`src/rtl/arbitro_rr_entrada.sv`:
```
// Weighted round-robin arbiter draining four show-ahead VC FIFOs into one registered stream.
// Optional build macro ARB_PRIORIDAD_EN gives channel 0 strict priority over the rotation.
module arbitro_rr_entrada #(
    parameter int WORD_SIZE = 12,
    parameter int PESO      = 2
) (
    input  logic                   clk,
    input  logic                   reset,
    input  logic [4*WORD_SIZE-1:0] data_in,
    input  logic [3:0]             fifos_empty,
    input  logic                   fifo_out_almost_full,
    output logic [3:0]             pop,
    output logic [WORD_SIZE-1:0]   data_out,
    output logic                   push,
    output logic [1:0]             estado,
    input  logic [1:0]             idx_cuenta,
    input  logic                   req_cuenta,
    output logic [4:0]             cuenta,
    output logic                   valid_cuenta
);

    // state  | meaning
    // IDLE   | every input FIFO empty
    // ACTIVO | a pop was granted in the previous cycle
    // PAUSA  | work pending but downstream almost full
    typedef enum logic [1:0] {
        IDLE   = 2'd0,
        ACTIVO = 2'd1,
        PAUSA  = 2'd2
    } estado_t;

    localparam logic [2:0] PESO_W = 3'(PESO);

    estado_t    estado_q;
    estado_t    estado_d;
    logic [1:0] ptr;
    logic [2:0] racha;
    logic [1:0] inicio;
    logic [1:0] cand;
    logic [1:0] sel;
    logic       hay_grant;
    logic       prio;
    logic [3:0] grant;
    logic [4:0] cnt [4];

`ifdef ARB_PRIORIDAD_EN
    assign prio = ~fifos_empty[0] & ~fifo_out_almost_full;
`else
    assign prio = 1'b0;
`endif

    // Circular search from the start point; lower offsets overwrite higher ones.
    always_comb begin
        inicio    = (racha < PESO_W) ? ptr : ptr + 2'd1;
        cand      = inicio;
        sel       = inicio;
        hay_grant = 1'b0;
        for (int k = 3; k >= 0; k--) begin
            cand = inicio + 2'(k);
            if (!fifos_empty[cand]) begin
                sel       = cand;
                hay_grant = 1'b1;
            end
        end
        if (fifo_out_almost_full) begin
            hay_grant = 1'b0;
        end
        if (prio) begin
            sel       = 2'd0;
            hay_grant = 1'b1;
        end
    end

    assign grant = hay_grant ? (4'b0001 << sel) : 4'b0000;
    assign pop   = reset ? grant : 4'b0000;

    // Priority pops of channel 0 leave the rotation untouched.
    always_ff @(posedge clk or negedge reset) begin
        if (!reset) begin
            ptr   <= 2'd0;
            racha <= 3'd0;
        end else if (hay_grant && !prio) begin
            if (sel == ptr && racha < PESO_W) begin
                racha <= racha + 3'd1;
            end else begin
                ptr   <= sel;
                racha <= 3'd1;
            end
        end
    end

    always_ff @(posedge clk or negedge reset) begin
        if (!reset) begin
            data_out <= '0;
            push     <= 1'b0;
        end else begin
            push <= hay_grant;
            if (hay_grant) begin
                data_out <= data_in[int'(sel)*WORD_SIZE +: WORD_SIZE];
            end
        end
    end

    always_ff @(posedge clk or negedge reset) begin
        if (!reset) begin
            estado_q <= IDLE;
        end else begin
            estado_q <= estado_d;
        end
    end

    always_comb begin
        estado_d = IDLE;
        case (estado_q)
            IDLE, ACTIVO, PAUSA: begin
                if (hay_grant) begin
                    estado_d = ACTIVO;
                end else if (&fifos_empty) begin
                    estado_d = IDLE;
                end else begin
                    estado_d = PAUSA;
                end
            end
            default: estado_d = IDLE;
        endcase
    end

    assign estado = estado_q;

    // Read-back samples the register before this cycle's increment lands.
    always_ff @(posedge clk or negedge reset) begin
        if (!reset) begin
            for (int i = 0; i < 4; i++) begin
                cnt[i] <= 5'd0;
            end
            cuenta       <= 5'd0;
            valid_cuenta <= 1'b0;
        end else begin
            for (int i = 0; i < 4; i++) begin
                if (grant[i]) begin
                    cnt[i] <= cnt[i] + 5'd1;
                end
            end
            valid_cuenta <= req_cuenta;
            cuenta       <= req_cuenta ? cnt[idx_cuenta] : 5'd0;
        end
    end

endmodule

```
`config.mk`:
```
export PLATFORM = sky130hd
export DESIGN_NAME = arbitro_rr_entrada
export DESIGN_NICKNAME = d
export VERILOG_FILES = /design/src/rtl/arbitro_rr_entrada.sv
export SDC_FILE = /design/constraint.sdc
export NUM_CORES = 1
export LEC_CHECK = 0
export ABC_AREA = 1
export BUFFER_PORTS_ARGS = -buffer_cell sky130_fd_sc_hd__clkbuf_2
export CAP_MARGIN = 20
export CORE_MARGIN = 8
export CORE_UTILIZATION = 55
export CTS_CLUSTER_SIZE = 28
export DETAILED_ROUTE_END_ITERATION = 10
export GPL_TIMING_DRIVEN = 0
export HOLD_SLACK_MARGIN = 0.06
export PLACE_DENSITY_LB_ADDON = 0.1
export SLEW_MARGIN = 20
export SYNTH_ARGS = -nofsm -noshare
export SYNTH_HDL_FRONTEND = slang
export SYNTH_SLANG_ARGS = --single-unit
```
`constraint.sdc`:
```
create_clock -name clk -period 4.1 [get_ports clk]
set_input_delay 0.82 -clock clk [delete_from_list [all_inputs] [get_ports clk]]
set_output_delay 0.82 -clock clk [all_outputs]
set_load 0.05 [all_outputs]
```
==> results.sh, run 1 <==
export IMPL_ant_nets=0
export IMPL_holdCritPathClass="flip-flop to flip-flop"
export IMPL_synth_adder_area_share=0.02061
export IMPL_rsz0062_at_grt="false"
export IMPL_ys_seq_elements=46
export IMPL_tightestPinTransition_ns=0.7035
export IMPL_h_tree_depth=2
export IMPL_row_count=27
export IMPL_diodes=0
export IMPL_worstPathRequired_ns=3.28
export IMPL_arrival_ns=2.69
export IMPL_grt_overflow=0
export IMPL_synth_area_um2=3035
export IMPL_hold_buffers=0
export IMPL_drtPass1Iterations=4
export IMPL_syn_to_final_growth_pct=19.58
export IMPL_io_buffers=82
export IMPL_syn_area_per_cell_um2=7.109
export IMPL_num_fill_cells=533
export IMPL_grt_pass1_wl_mm=13.11
export IMPL_fp_coreArea_um2=5405
export IMPL_grt_max_degree=48
export IMPL_synthMuxAreaShare=0
export IMPL_drv_cap=0
export IMPL_period_share=0.8572
export IMPL_clk_path_buf_depth=2
export IMPL_holdWs_ns=0.4877
export IMPL_slew_headroom=0.5267
export IMPL_clockRootBuffer="clkbuf_8"
export IMPL_clkLatencyLatePin_ns=0.29
export IMPL_antenna_found_initial=0
export IMPL_hold_violations=0
export IMPL_synthXorXnorAreaFrac=0.03751
export IMPL_cp_start_kind="input port"
export IMPL_floorplan_initialDensity=0.5616
export IMPL_synth_edf_count=0
export IMPL_finalClockSkew_ns=0.003393
export IMPL_die_w_um=90.29
export IMPL_report_final_slew_viol_count=0
export IMPL_clock_sinks=46
export IMPL_async_reset_ff_frac=1.000
export IMPL_clk_pin_slew_ns=0.08
export IMPL_wl_per_cell_um=12.89
export IMPL_finalNetCount=579
export IMPL_cts_tree="done"
export IMPL_drc=0
export IMPL_vias=3046
export IMPL_outcome="complete, no violations"
export IMPL_place_congestion=0.8166
export IMPL_cts_inserted_buffers=5
export IMPL_ioPinCount=83
export IMPL_cp_end_kind="output pin"
export IMPL_yosysWarnings=0
export IMPL_hpwlAfterDp_mm=6.002
export IMPL_powerDensity_nw_per_um2=1024
export IMPL_finalSetupTns_ns=0
export IMPL_setup_viol=0
export IMPL_ys_flop_type="dfrtp_1"
export IMPL_cts_setup_buffers=0
export IMPL_wl_mm=7.595
export IMPL_irDropWorstVdd_uv=600.5
export IMPL_yosys_area_share_simple=0.4299
export IMPL_ys_seq_area_frac=0.3792
export IMPL_vias_per_cell=5.171
export IMPL_fin_crit_ns=3.515
export IMPL_dieArea_um2=8152
export IMPL_grt_pass1_vias=2999
export IMPL_drive_gt1_frac=0.2573
export IMPL_grt_usage=0.1877
export IMPL_synth_compound_area_frac=0.06595
export IMPL_drt_iter0_drc=126
export IMPL_ctsResizeCount=0
export IMPL_ys_types=29
export IMPL_fmax_mhz=284.5
export IMPL_power_leakage_nw=2.049
export IMPL_fp_dieH_um=90.29
export IMPL_synth_nets=490
export IMPL_synth_top_family_by_area="simple AND/OR/NAND/NOR gates"
export IMPL_synth_cells=427
export IMPL_path_class="input port to output pin"
export IMPL_crit_fanout=10
-- sequential cells by signal (all words and copies together), names as in the netlist --
register / flops
cnt: 20
ptr: 2
cuenta: 5
racha: 3
valid_cuenta: 1
push: 1
data_out: 12
estado: 2
-- layout by cell type (no fill, tap or decap), types with 6 or more instances in the layout --
cell type / synthesis / routed
clkbuf_2: 0 / 81
o21ai_1: 6 / 6
o21ai_0: 14 / 14
buf_2: 7 / 7
nand3_1: 78 / 78
nor2_1: 23 / 23
nand2_2: 11 / 11
nand2_1: 152 / 152
inv_1: 23 / 23
xnor2_1: 8 / 8
clkbuf_8: 0 / 6
a21oi_1: 12 / 12
dfrtp_1: 46 / 46
-- cell families after synthesis --
group / count (synthesis)
flops: 46
xor+xnor: 13
buf+inv: 46
fa+ha+maj: 5
compound gates: 36
simple gates: 281
-- synth_stat cells (all sizes together) (2+ instances only) --
cell | number | area (µm²)
inv | 29 | 111.4
ha | 5 | 62.56
nand3 | 86 | 500.5
dfrtp | 46 | 1151
xnor2 | 8 | 70.07
nor2 | 24 | 92.59
o21ai | 20 | 100.1
nand2 | 168 | 695.7
clkinv | 2 | 7.510
buf | 13 | 76.32
a21boi | 2 | 26.28
xor2 | 5 | 43.79
a21oi | 12 | 60.06
nor3 | 2 | 10.01
clkbuf | 2 | 7.510
-- through the flow --
step           total power [mW]    util  instances  cell area, µm²  setup slack (ns)
5_1_grt                   4.105  0.6715        589            3630            0.3660
6_report                  3.715  0.6715        589            3630            0.5854
3_3_place_gp              3.378  0.6542        581            3536            0.5358
3_5_place_dp              3.448  0.6546        581            3538            0.5482
2_1_floorplan             2.895       -        427            3035            0.8685
4_1_cts                   3.733  0.6715        589            3630            0.5423
-- per-layer routing --
layer  global-route usage  wire length [µm]  up-vias  part of all wire
met1               0.2142              3252     1416              0.43
met4              0.03329                46        0            0.0061
li1                     -                 -     1554                 -
met2               0.3448              3927       67              0.52
met5                    0                 0        -                 0
met3              0.04821               369        9             0.049
-- area by class of cell --
| class | instances | area (µm²) | area share |
|---|---|---|---|
| multi-input combinational | 335 | 1682 | 0.4633 |
| inverter | 31 | 118.9 | 0.03275 |
| tap | 72 | 90.09 | 0.02482 |
| buffer | 15 | 83.83 | 0.02310 |
| clock inverter | 1 | 5.005 | 0.001379 |
| clock buffer | 7 | 86.33 | 0.02378 |
| timing repair buffer | 82 | 412.9 | 0.1138 |
| sequential | 46 | 1151 | 0.3171 |
-- final timing paths --
kind,start,end,slack [ns],depth (start not counted)
setup / recovery,fifos_empty[1],pop[3],0.59,8
hold / removal,data_out[8],data_out[8],0.49,2
setup reg to reg,racha[1],data_out[4],1.83,18
hold reg to reg,data_out[8],data_out[8],0.49,2
max in group asynchronous,reset,cnt[14],3.13,1
min in group asynchronous,reset,data_out[7],0.56,1
-- worst max-delay path, stage by stage --
cell and delay, ns:
clkbuf_2 0.11, inv_1 0.05, nor4_1 0.63, nor2_1 0.20
buf_1 0.34, nand3_4 0.24, nor2_1 0.06, clkbuf_2 0.24
-- where the power goes --
part | internal, mW | total [mW] | leakage [nW] | switching, mW
combinational | 0.866 | 2.66 | 1.42 | 1.80
clock | 0.136 | 0.278 | 0.0482 | 0.142
sequential | 0.629 | 0.775 | 0.582 | 0.147
Note: power is estimated with default switching activity, not from simulation.
==> run 2, diff against run 1 <==
--- a/config.mk
+++ b/config.mk
@@ -9,7 +9,7 @@
 export BUFFER_PORTS_ARGS = -buffer_cell sky130_fd_sc_hd__clkbuf_2
 export CAP_MARGIN = 20
 export CORE_MARGIN = 8
-export CORE_UTILIZATION = 55
+export CORE_UTILIZATION = 53
 export CTS_CLUSTER_SIZE = 28
 export DETAILED_ROUTE_END_ITERATION = 10
 export GPL_TIMING_DRIVEN = 0
==> constraint.sdc (replaced) <==
create_clock -name clk -period 3.41 [get_ports clk]
set_input_delay 0.682 -clock clk [delete_from_list [all_inputs] [get_ports clk]]
set_output_delay 0.682 -clock clk [all_outputs]
set_load 0.05 [all_outputs]
==> run 2 against run 1 <==
  * Register-to-register slack lost 0.68 ns
  * Die area grew 3.1%
  * Via count is essentially flat
  * Critical endpoint is now pop[0]
  * Largest cell class unchanged
  * Largest power group unchanged
==> results.sh, run 2 (synthesis gave the netlist of run 1 again) <==
export IMPL_drc=0
export IMPL_drtPass1Iterations=4
export IMPL_p_switching_mw=2.506
export IMPL_grt_pass1_vias=2932
export IMPL_critPathMostFrequentCell="nor2_1"
export IMPL_hpwlAfterDp_mm=6.043
export IMPL_drive_gt1_frac=0.2592
export IMPL_place_congestion=0.8286
export IMPL_pre_cts_ws_ns=0.09049
export IMPL_vias=3044
export IMPL_grt_pass1_wl_mm=12.85
export IMPL_fin_crit_ns=3.212
export IMPL_dieArea_um2=8405
export IMPL_cts_tree="done"
export IMPL_powerDensity_nw_per_um2=1226
export IMPL_crit_fanout=10
export IMPL_clkLatencyLatePin_ns=0.30
export IMPL_comb_power_share=0.717
export IMPL_syn_to_final_growth_pct=20.57
export IMPL_p_clk_frac=0.075
export IMPL_reg_largest_list="cnt: 20 flops, data_out: 12 flops, cuenta: 5 flops"
export IMPL_mostFrequentLayoutCells="nand2_1, nand3_1, clkbuf_2"
export IMPL_rsz0062_at_grt="false"
export IMPL_p_seq_frac=0.207
export IMPL_hold_violations=0
export IMPL_ioPinCount=83
export IMPL_die_w_um=91.68
export IMPL_ant_nets=0
export IMPL_floorplan_initialDensity=0.5512
export IMPL_clockRootBuffer="clkbuf_8"
export IMPL_clk_pin_slew_ns=0.08
export IMPL_report_final_slew_viol_count=0
export IMPL_largest_register_ffs=20
export IMPL_row_count=27
export IMPL_drt_iter0_drc=139
export IMPL_slew_headroom=0.5075
export IMPL_fin_util=0.6646
export IMPL_p_int_mw=1.982
export IMPL_antenna_found_initial=0
export IMPL_arrival_ns=2.53
export IMPL_worst_path_max_delay_cell="nor4_1"
export IMPL_io_buffers=82
export IMPL_worstPathRequired_ns=2.73
export IMPL_instances_no_fill=589
export IMPL_fin_ws_ns=0.1984
export IMPL_cts_inserted_buffers=5
export IMPL_layout_commonest_cell="nand2_1"
export IMPL_path_class="input port to output pin"
export IMPL_cp_end_kind="output pin"
export IMPL_fp_dieH_um=91.68
export IMPL_cp_slowest_stage_delay_ns=0.65
export IMPL_crit_path_cell_trace="clkbuf_2, inv_1, nor4_1, nor2_1, buf_1, nand3_4, nor2_1, buf_4"
export IMPL_switching_share=0.5584
export IMPL_final_area_um2=3660
export IMPL_outcome="complete, no violations"
export IMPL_clock_sinks=46
export IMPL_dpl_cell_area_um2=3538
export IMPL_irDropWorstVdd_uv=818.5
export IMPL_period_share=0.9418
export IMPL_drv_cap=0
export IMPL_fmax_mhz=311.4
export IMPL_finalSetupTns_ns=0
export IMPL_vias_per_cell=5.168
export IMPL_finalNetCount=579
export IMPL_power_leakage_nw=2.064
export IMPL_dp_cells=581
export IMPL_diodes=0
export IMPL_cts_setup_buffers=0
export IMPL_holdCritPathClass="input port to asynchronous set/reset pin"
export IMPL_top_register="cnt"
export IMPL_grt_overflow=0
export IMPL_grt_max_degree=48
export IMPL_clk_path_buf_depth=2
export IMPL_fp_coreArea_um2=5507
export IMPL_finalPower_mw=4.488
export IMPL_finalClockSkew_ns=0.007092
export IMPL_cp_start_kind="input port"
export IMPL_tightestPinTransition_ns=0.7320
export IMPL_setup_viol=0
export IMPL_holdWs_ns=0.4188
export IMPL_wl_mm=7.560
export IMPL_grt_usage=0.1814
export IMPL_wl_per_cell_um=12.84
export IMPL_h_tree_depth=2
-- run 2: cell count changes in the layout (fill, tap and decap cells not counted), sizes merged --
cell and change:
clkbuf -4, buf +4
-- run 2: power groups by stage --
stage	Sequential [mW]	Clock, mW	Combinational, mW
final	0.930	0.338	3.22
after global placement	0.932	0	3.13
after detailed placement	0.938	0	3.20
after floorplan	1.17	0	2.31
after CTS	0.929	0.350	3.20
after global routing	0.960	0.374	3.64
-- run 2: critical path: cells and delay by family --
| family | cells | cell delay [ns] |
|---|---|---|
| simple gates | 4 | 1.15 |
| buf+inv | 4 | 0.68 |
-- run 2: worst paths after layout --
kind / endpoint / start / cells past startpoint / slack [ns]
worst min register to register: data_out[0] / data_out[0] / 2 / 0.49
worst max register to register: cnt[8] / racha[1] / 16 / 1.15
min in group clk: data_out[0] / data_out[0] / 2 / 0.49
max in group asynchronous: cnt[11] / reset / 1 / 2.55
worst max-delay path: pop[0] / fifos_empty[1] / 8 / 0.20
worst min-delay path: data_out[4] / reset / 1 / 0.42
-- run 2: cell type report --
cell class	instances	area (µm²)
clock buffer	7	86.33
multi-input combinational	335	1694
inverter	31	118.9
buffer	15	83.83
clock inverter	1	5.005
sequential	46	1151
fill	504	1847
timing repair buffer	82	430.4
tap	72	90.09
-- run 2: layer usage --
| metal | vias up | global-route usage | wire length (µm) |
|---|---|---|---|
| met5 | - | 0 | 0 |
| met4 | 0 | 0.04775 | 69 |
| met3 | 9 | 0.04401 | 443 |
| met2 | 77 | 0.3247 | 3811 |
| met1 | 1402 | 0.2104 | 3236 |
| li1 | 1556 | - | - |
-- run 2: what timing repair did --
action                     in CTS  in global routing
hold buffers                    0                  0
setup endpoints to repair       0                  4
resized for setup               0                 17
